===== config.mk =====
export PLATFORM = sky130hd
export DESIGN_NAME = approx5_subtractor_pipe
export DESIGN_NICKNAME = d
export VERILOG_FILES = /design/src/rtl/approx5_subtractor_pipe.sv
export SDC_FILE = /design/constraint.sdc
export NUM_CORES = 1
export LEC_CHECK = 0
export ABC_AREA = 1
export CORE_UTILIZATION = 45
export DETAILED_ROUTE_END_ITERATION = 10
export PLACE_DENSITY = 0.75
export SLEW_MARGIN = 10
export SYNTH_ARGS = -nofsm -noshare
export SYNTH_HDL_FRONTEND = slang
export SYNTH_SLANG_ARGS = --single-unit

===== constraint.sdc =====
create_clock -name clk -period 4.95 [get_ports clk]
set_clock_uncertainty 0.15 [all_clocks]
set_input_delay 0.99 -clock clk [delete_from_list [all_inputs] [get_ports clk]]
set_output_delay 0.99 -clock clk [all_outputs]
set_load 0.1 [all_outputs]

===== src/rtl/approx5_subtractor_pipe.sv =====
// Two-stage approximate subtractor: diff = a + ~b with the low K bits replaced by ~b
// and a[K-1] used as the carry into the precise part. Valid/ready on both sides.
module approx5_subtractor_pipe #(
  parameter int ADDER_LENGTH   = 32,
  parameter int IMPRECISE_PART = 16
) (
  input  logic                    clk,
  input  logic                    rst,
  input  logic                    in_valid,
  output logic                    in_ready,
  input  logic [ADDER_LENGTH-1:0] a,
  input  logic [ADDER_LENGTH-1:0] b,
  output logic                    out_valid,
  input  logic                    out_ready,
  output logic [ADDER_LENGTH-1:0] diff,
  output logic                    borrow
);
  localparam int N     = ADDER_LENGTH;
  localparam int K     = IMPRECISE_PART;
  localparam int SPLIT = (N + K) / 2;
  localparam int MW    = SPLIT - K;
  localparam int HW    = N - SPLIT;

  logic            v1_q, v2_q;
  logic [SPLIT-1:0] lo_q, lo_d;
  logic            c1_q, c1_d;
  logic [HW-1:0]   a_hi_q, nb_hi_q;
  logic [N-1:0]    diff_q, diff_d;
  logic            borrow_q, borrow_d;

  logic [MW:0]     mid_sum;
  logic [HW:0]     hi_sum;
  logic            adv1, adv2, accept;

  assign adv2     = ~v2_q | out_ready;
  assign adv1     = ~v1_q | adv2;
  assign accept   = in_valid & adv1;
  assign in_ready = adv1;

  // The two's-complement +1 is dropped; a[K-1] stands in as the carry into bit K.
  always_comb begin
    mid_sum = {1'b0, a[SPLIT-1:K]} + {1'b0, ~b[SPLIT-1:K]} + {{MW{1'b0}}, a[K-1]};
    lo_d    = {mid_sum[MW-1:0], ~b[K-1:0]};
    c1_d    = mid_sum[MW];
  end

  always_comb begin
    hi_sum   = {1'b0, a_hi_q} + {1'b0, nb_hi_q} + {{HW{1'b0}}, c1_q};
    diff_d   = {hi_sum[HW-1:0], lo_q};
    borrow_d = ~hi_sum[HW];
  end

  always_ff @(posedge clk or posedge rst) begin
    if (rst) begin
      v1_q     <= 1'b0;
      v2_q     <= 1'b0;
      lo_q     <= '0;
      c1_q     <= 1'b0;
      a_hi_q   <= '0;
      nb_hi_q  <= '0;
      diff_q   <= '0;
      borrow_q <= 1'b0;
    end else begin
      if (adv2) begin
        v2_q <= v1_q;
        if (v1_q) begin
          diff_q   <= diff_d;
          borrow_q <= borrow_d;
        end
      end
      if (adv1) begin
        v1_q <= accept;
        if (accept) begin
          lo_q    <= lo_d;
          c1_q    <= c1_d;
          a_hi_q  <= a[N-1:SPLIT];
          nb_hi_q <= ~b[N-1:SPLIT];
        end
      end
    end
  end

  assign out_valid = v2_q;
  assign diff      = diff_q;
  assign borrow    = borrow_q;
endmodule


== Word level (Yosys, flattened, before mapping) ==
Cells that the tools add are included.
Word-level totals
  output and inout port bits: 35
  word-level logic and storage cells: 23
  register bits: 76
Cells by class
  bitwise operators: 9
  reductions and logical operators: 2
  $add $sub $neg: 4
Operators by type and width (number)
  adder 8 x 8 -> 9 bit: 2
  adder 9 x 1 -> 9 bit: 2
  NOT 16 bit: 1
  NOT 8 bit: 2
  AND reduction 2 bit: 2
  NOT 1 bit: 3
  OR 1 bit: 2
  AND 1 bit: 1

== Logic depth before layout (Yosys ltp) ==
  depth after elaboration: 5
  gate-level depth with buffers: 10
  depth with buffers taken out: 10

== Least setup slack after synthesis ==
OpenSTA, ideal clock, no wires.
  path kind: register to output
  start point: reg v2_q, in the netlist out_valid
  end point: out in_ready
  path slack: 2.151 ns
  arrival time: 1.659 ns
  cell stages (with the launch flop): 2
  cell sequence: dfrtp_1 nand3_2
Between the ends
  longest elaborated chain between the ends: 3
RTL lines
  start, declared: line 24  | logic v1_q, v2_q;
  start signal, assigned: line 65  | v2_q <= v1_q;
  NOT 1 bit: line 35  | assign adv2 = ~v2_q | out_ready;
  OR 1 bit: line 35
  OR 1 bit: line 36  | assign adv1 = ~v1_q | adv2;
  end, declared: line 10  | output logic in_ready,
No other way between the ends.

== Final worst setup path ==
  start point: in out_ready
  end point: out in_ready
Between the ends
  longest elaborated chain between the ends: 2
RTL lines
  start, declared: line 14  | input logic out_ready,
  OR 1 bit: line 35
  OR 1 bit: line 36
No other way between the ends.

==> run summary <==
Outcome: complete, no violations
Met2 Routed Length: 3260 µm
First-pass GRT wire length: 12700 µm
Place WS: 1730 ps
Die height: 91.1 µm
Final net count: 597
Core area: 7690 µm²
Pin count of the biggest net entering global routing: 41
Max Freq: 326 MHz
Initial antenna violation count: 0
Mapped Nets: 511
CTS max path bufs: 2
CTS tree: built
Unique masters post-synth: 25
Post-Syn Area: 3570 µm²
Fin crit share: 0.619
RSZ-0062 raised after global routing: false
# clock sinks: 76
Switching share of power: 0.506
Clock transition at path regs: 80 ps
Post-Syn Instances: 425
Antenna Cells: 0
Peak supply drop: 190 µV
Gpl congestion: 0.857
Hold Path Class: flip-flop to flip-flop
WS Path Type: primary input to output port
Final Slew Violations: 0
Lkg Pwr: 0.00236 µW
Avg Vias per Cell: 4.73
DRC: 0
Worst skew pair latency: 350 ps
Design Power: 2610 µW
Routed Antenna Nets: 0
Hpwl dp: 5070 µm
Min cycle time layout: 3060 ps
Top cell type's share of synthesized area: 0.533
Share of cells above drive strength 1: 0.0504
Prevailing post-synth register cell: dfrtp_1
CTS resizes: 0
Port bufs: 87
FP Rows: 32
Met3 routed wirelength: 311 µm
EDFF count, synth: 0
# H-tree levels: 3
Async SR Flop Fraction: 1.00
Worst Reg2Reg Path Length in Cells: 6
Die area: 8300 µm²
Setup TNS: 0 ps
Routed Wire Length: 7180 µm
Worst hold margin: 321 ps
DRT iter0 DRCs: 131
I/O pins: 103
Final worst slack: 1890 ps
Congestion Overflow GR: 0
Area Growth Syn to Fin: 30.8%
Synth area leader: dfrtp_1
Seq pwr share: 0.329
Post-Route M1 WL: 3470 µm
DR pass1 iterations: 4
Initial core utilization: 0.465
P_sw: 1320 µW
Critical Path Fanout Max: 3
Post-DR wirelength/cell: 11.6 µm
Clock Power Share: 0.161
Hold path cells: 2
Worst slew margin: 0.326
CTS hold repair buffers: 0
Synth top cells by count: nand2_1 (196), dfrtp_1 (76), inv_1 (36)
Power per cell area: 560 nW/µm²
Worst Tran Pin Value: 1010 ps
Max-cap check violation count: 0
Int Power: 1290 µW
Synth top area cells: dfrtp_1 (53%), nand2_1 (21%), ha_1 (4.9%)
Sequential area share after synthesis: 0.533
Vias: 2925
GRT Total Usage: 0.193
Top-count cell post-synth: nand2_1
Max layer used: met4
Vias in the first global route: 2849
Endpoints failing setup: 0
Setup crit start kind: primary input
Logic pwr share: 0.510
Final hold violations: 0
Setup bufs post-CTS: 0
Worst path arrival time: 1920 ps
Worst EP required: 3810 ps
Chip Width: 91.1 µm
Synth Warn #: 0
CTS buffer count: 9
Syn avg cell area: 8.40 µm²
CP Capture Type: output port
Yosys reg bits: 76
Clk Tree Root Cell: clkbuf_8
worst paths after layout:
kind | startpoint | to | slack (ps)
max | out_ready | in_ready | 1890
min | lo_q[19] | diff[19] | 320
max reg2reg | out_valid | borrow | 2860
min reg2reg | lo_q[19] | diff[19] | 320
max in group asynchronous | rst | lo_q[5] | 2870
min in group asynchronous | rst | diff[14] | 860
per-layer routing:
metal / GRT usage / up-vias
met5: 0 / -
met4: 0.0873 / 0
met3: 0.0268 / 11
met2: 0.314 / 73
met1: 0.256 / 1351
li1: - / 1490
power groups by stage:
stage	Clock [µW]	Sequential, µW	Combinational (µW)
final	421	860	1330
after floorplan	0	1580	301
after global routing	459	883	1410
after detailed placement	0	871	1340
after CTS	434	861	1340
after global placement	0	865	1330
kinds of logic after synthesis:
group | after synthesis | synth area share
AND/OR/NAND/NOR | 233 | 0.261
flip-flops | 76 | 0.533
buffers and inverters | 51 | 0.0641
AO/OA/AOI/OAI | 44 | 0.0631
adder cells (fa/ha/maj) | 18 | 0.0715
XOR/XNOR | 3 | 0.00736
critical path, cell delays in order:
cell,delay [ps]
clkdlybuf4s50_1,470
inv_1,60
nand3_2,100
buf_4,300
placed cells by master, fill, tap and decap left out, types with 2 or more instances in the layout:
master / count
nor2_1: 9
buf_4: 3
clkinvlp_4: 4
clkinv_2: 3
a21oi_1: 7
nand3b_1: 4
inv_1: 35
or2_2: 2
clkdlybuf4s50_1: 86
o21ai_0: 32
o21ai_1: 3
ha_1: 14
dfrtp_1: 76
nand2_2: 2
nand2_1: 196
xor2_1: 3
nand3_1: 16
clkbuf_8: 10
fa_1: 4
sequential cells by signal, summed over array words and instances, names as in the netlist:
register / count
v1_q: 1
lo_q: 24
borrow: 1
c1_q: 1
diff: 32
a_hi_q: 8
out_valid: 1
nb_hi_q: 8
through the flow:
stage          instances   util  cell area, µm²
6_report             618  0.608            4670
5_1_grt              618  0.608            4670
4_1_cts              618  0.608            4670
3_5_place_dp         602  0.584            4490
3_3_place_gp         602  0.584            4490
2_1_floorplan        425      -            3570
final cells by class:
class	instances	area, µm²
clock inverter	6	40.0
inverter	37	140
tap	102	128
fill	716	3020
clock buffer	10	138
sequential	76	1900
multi-input combinational	298	1440
timing repair buffer	89	883
Power figures use the tool's default switching activity.
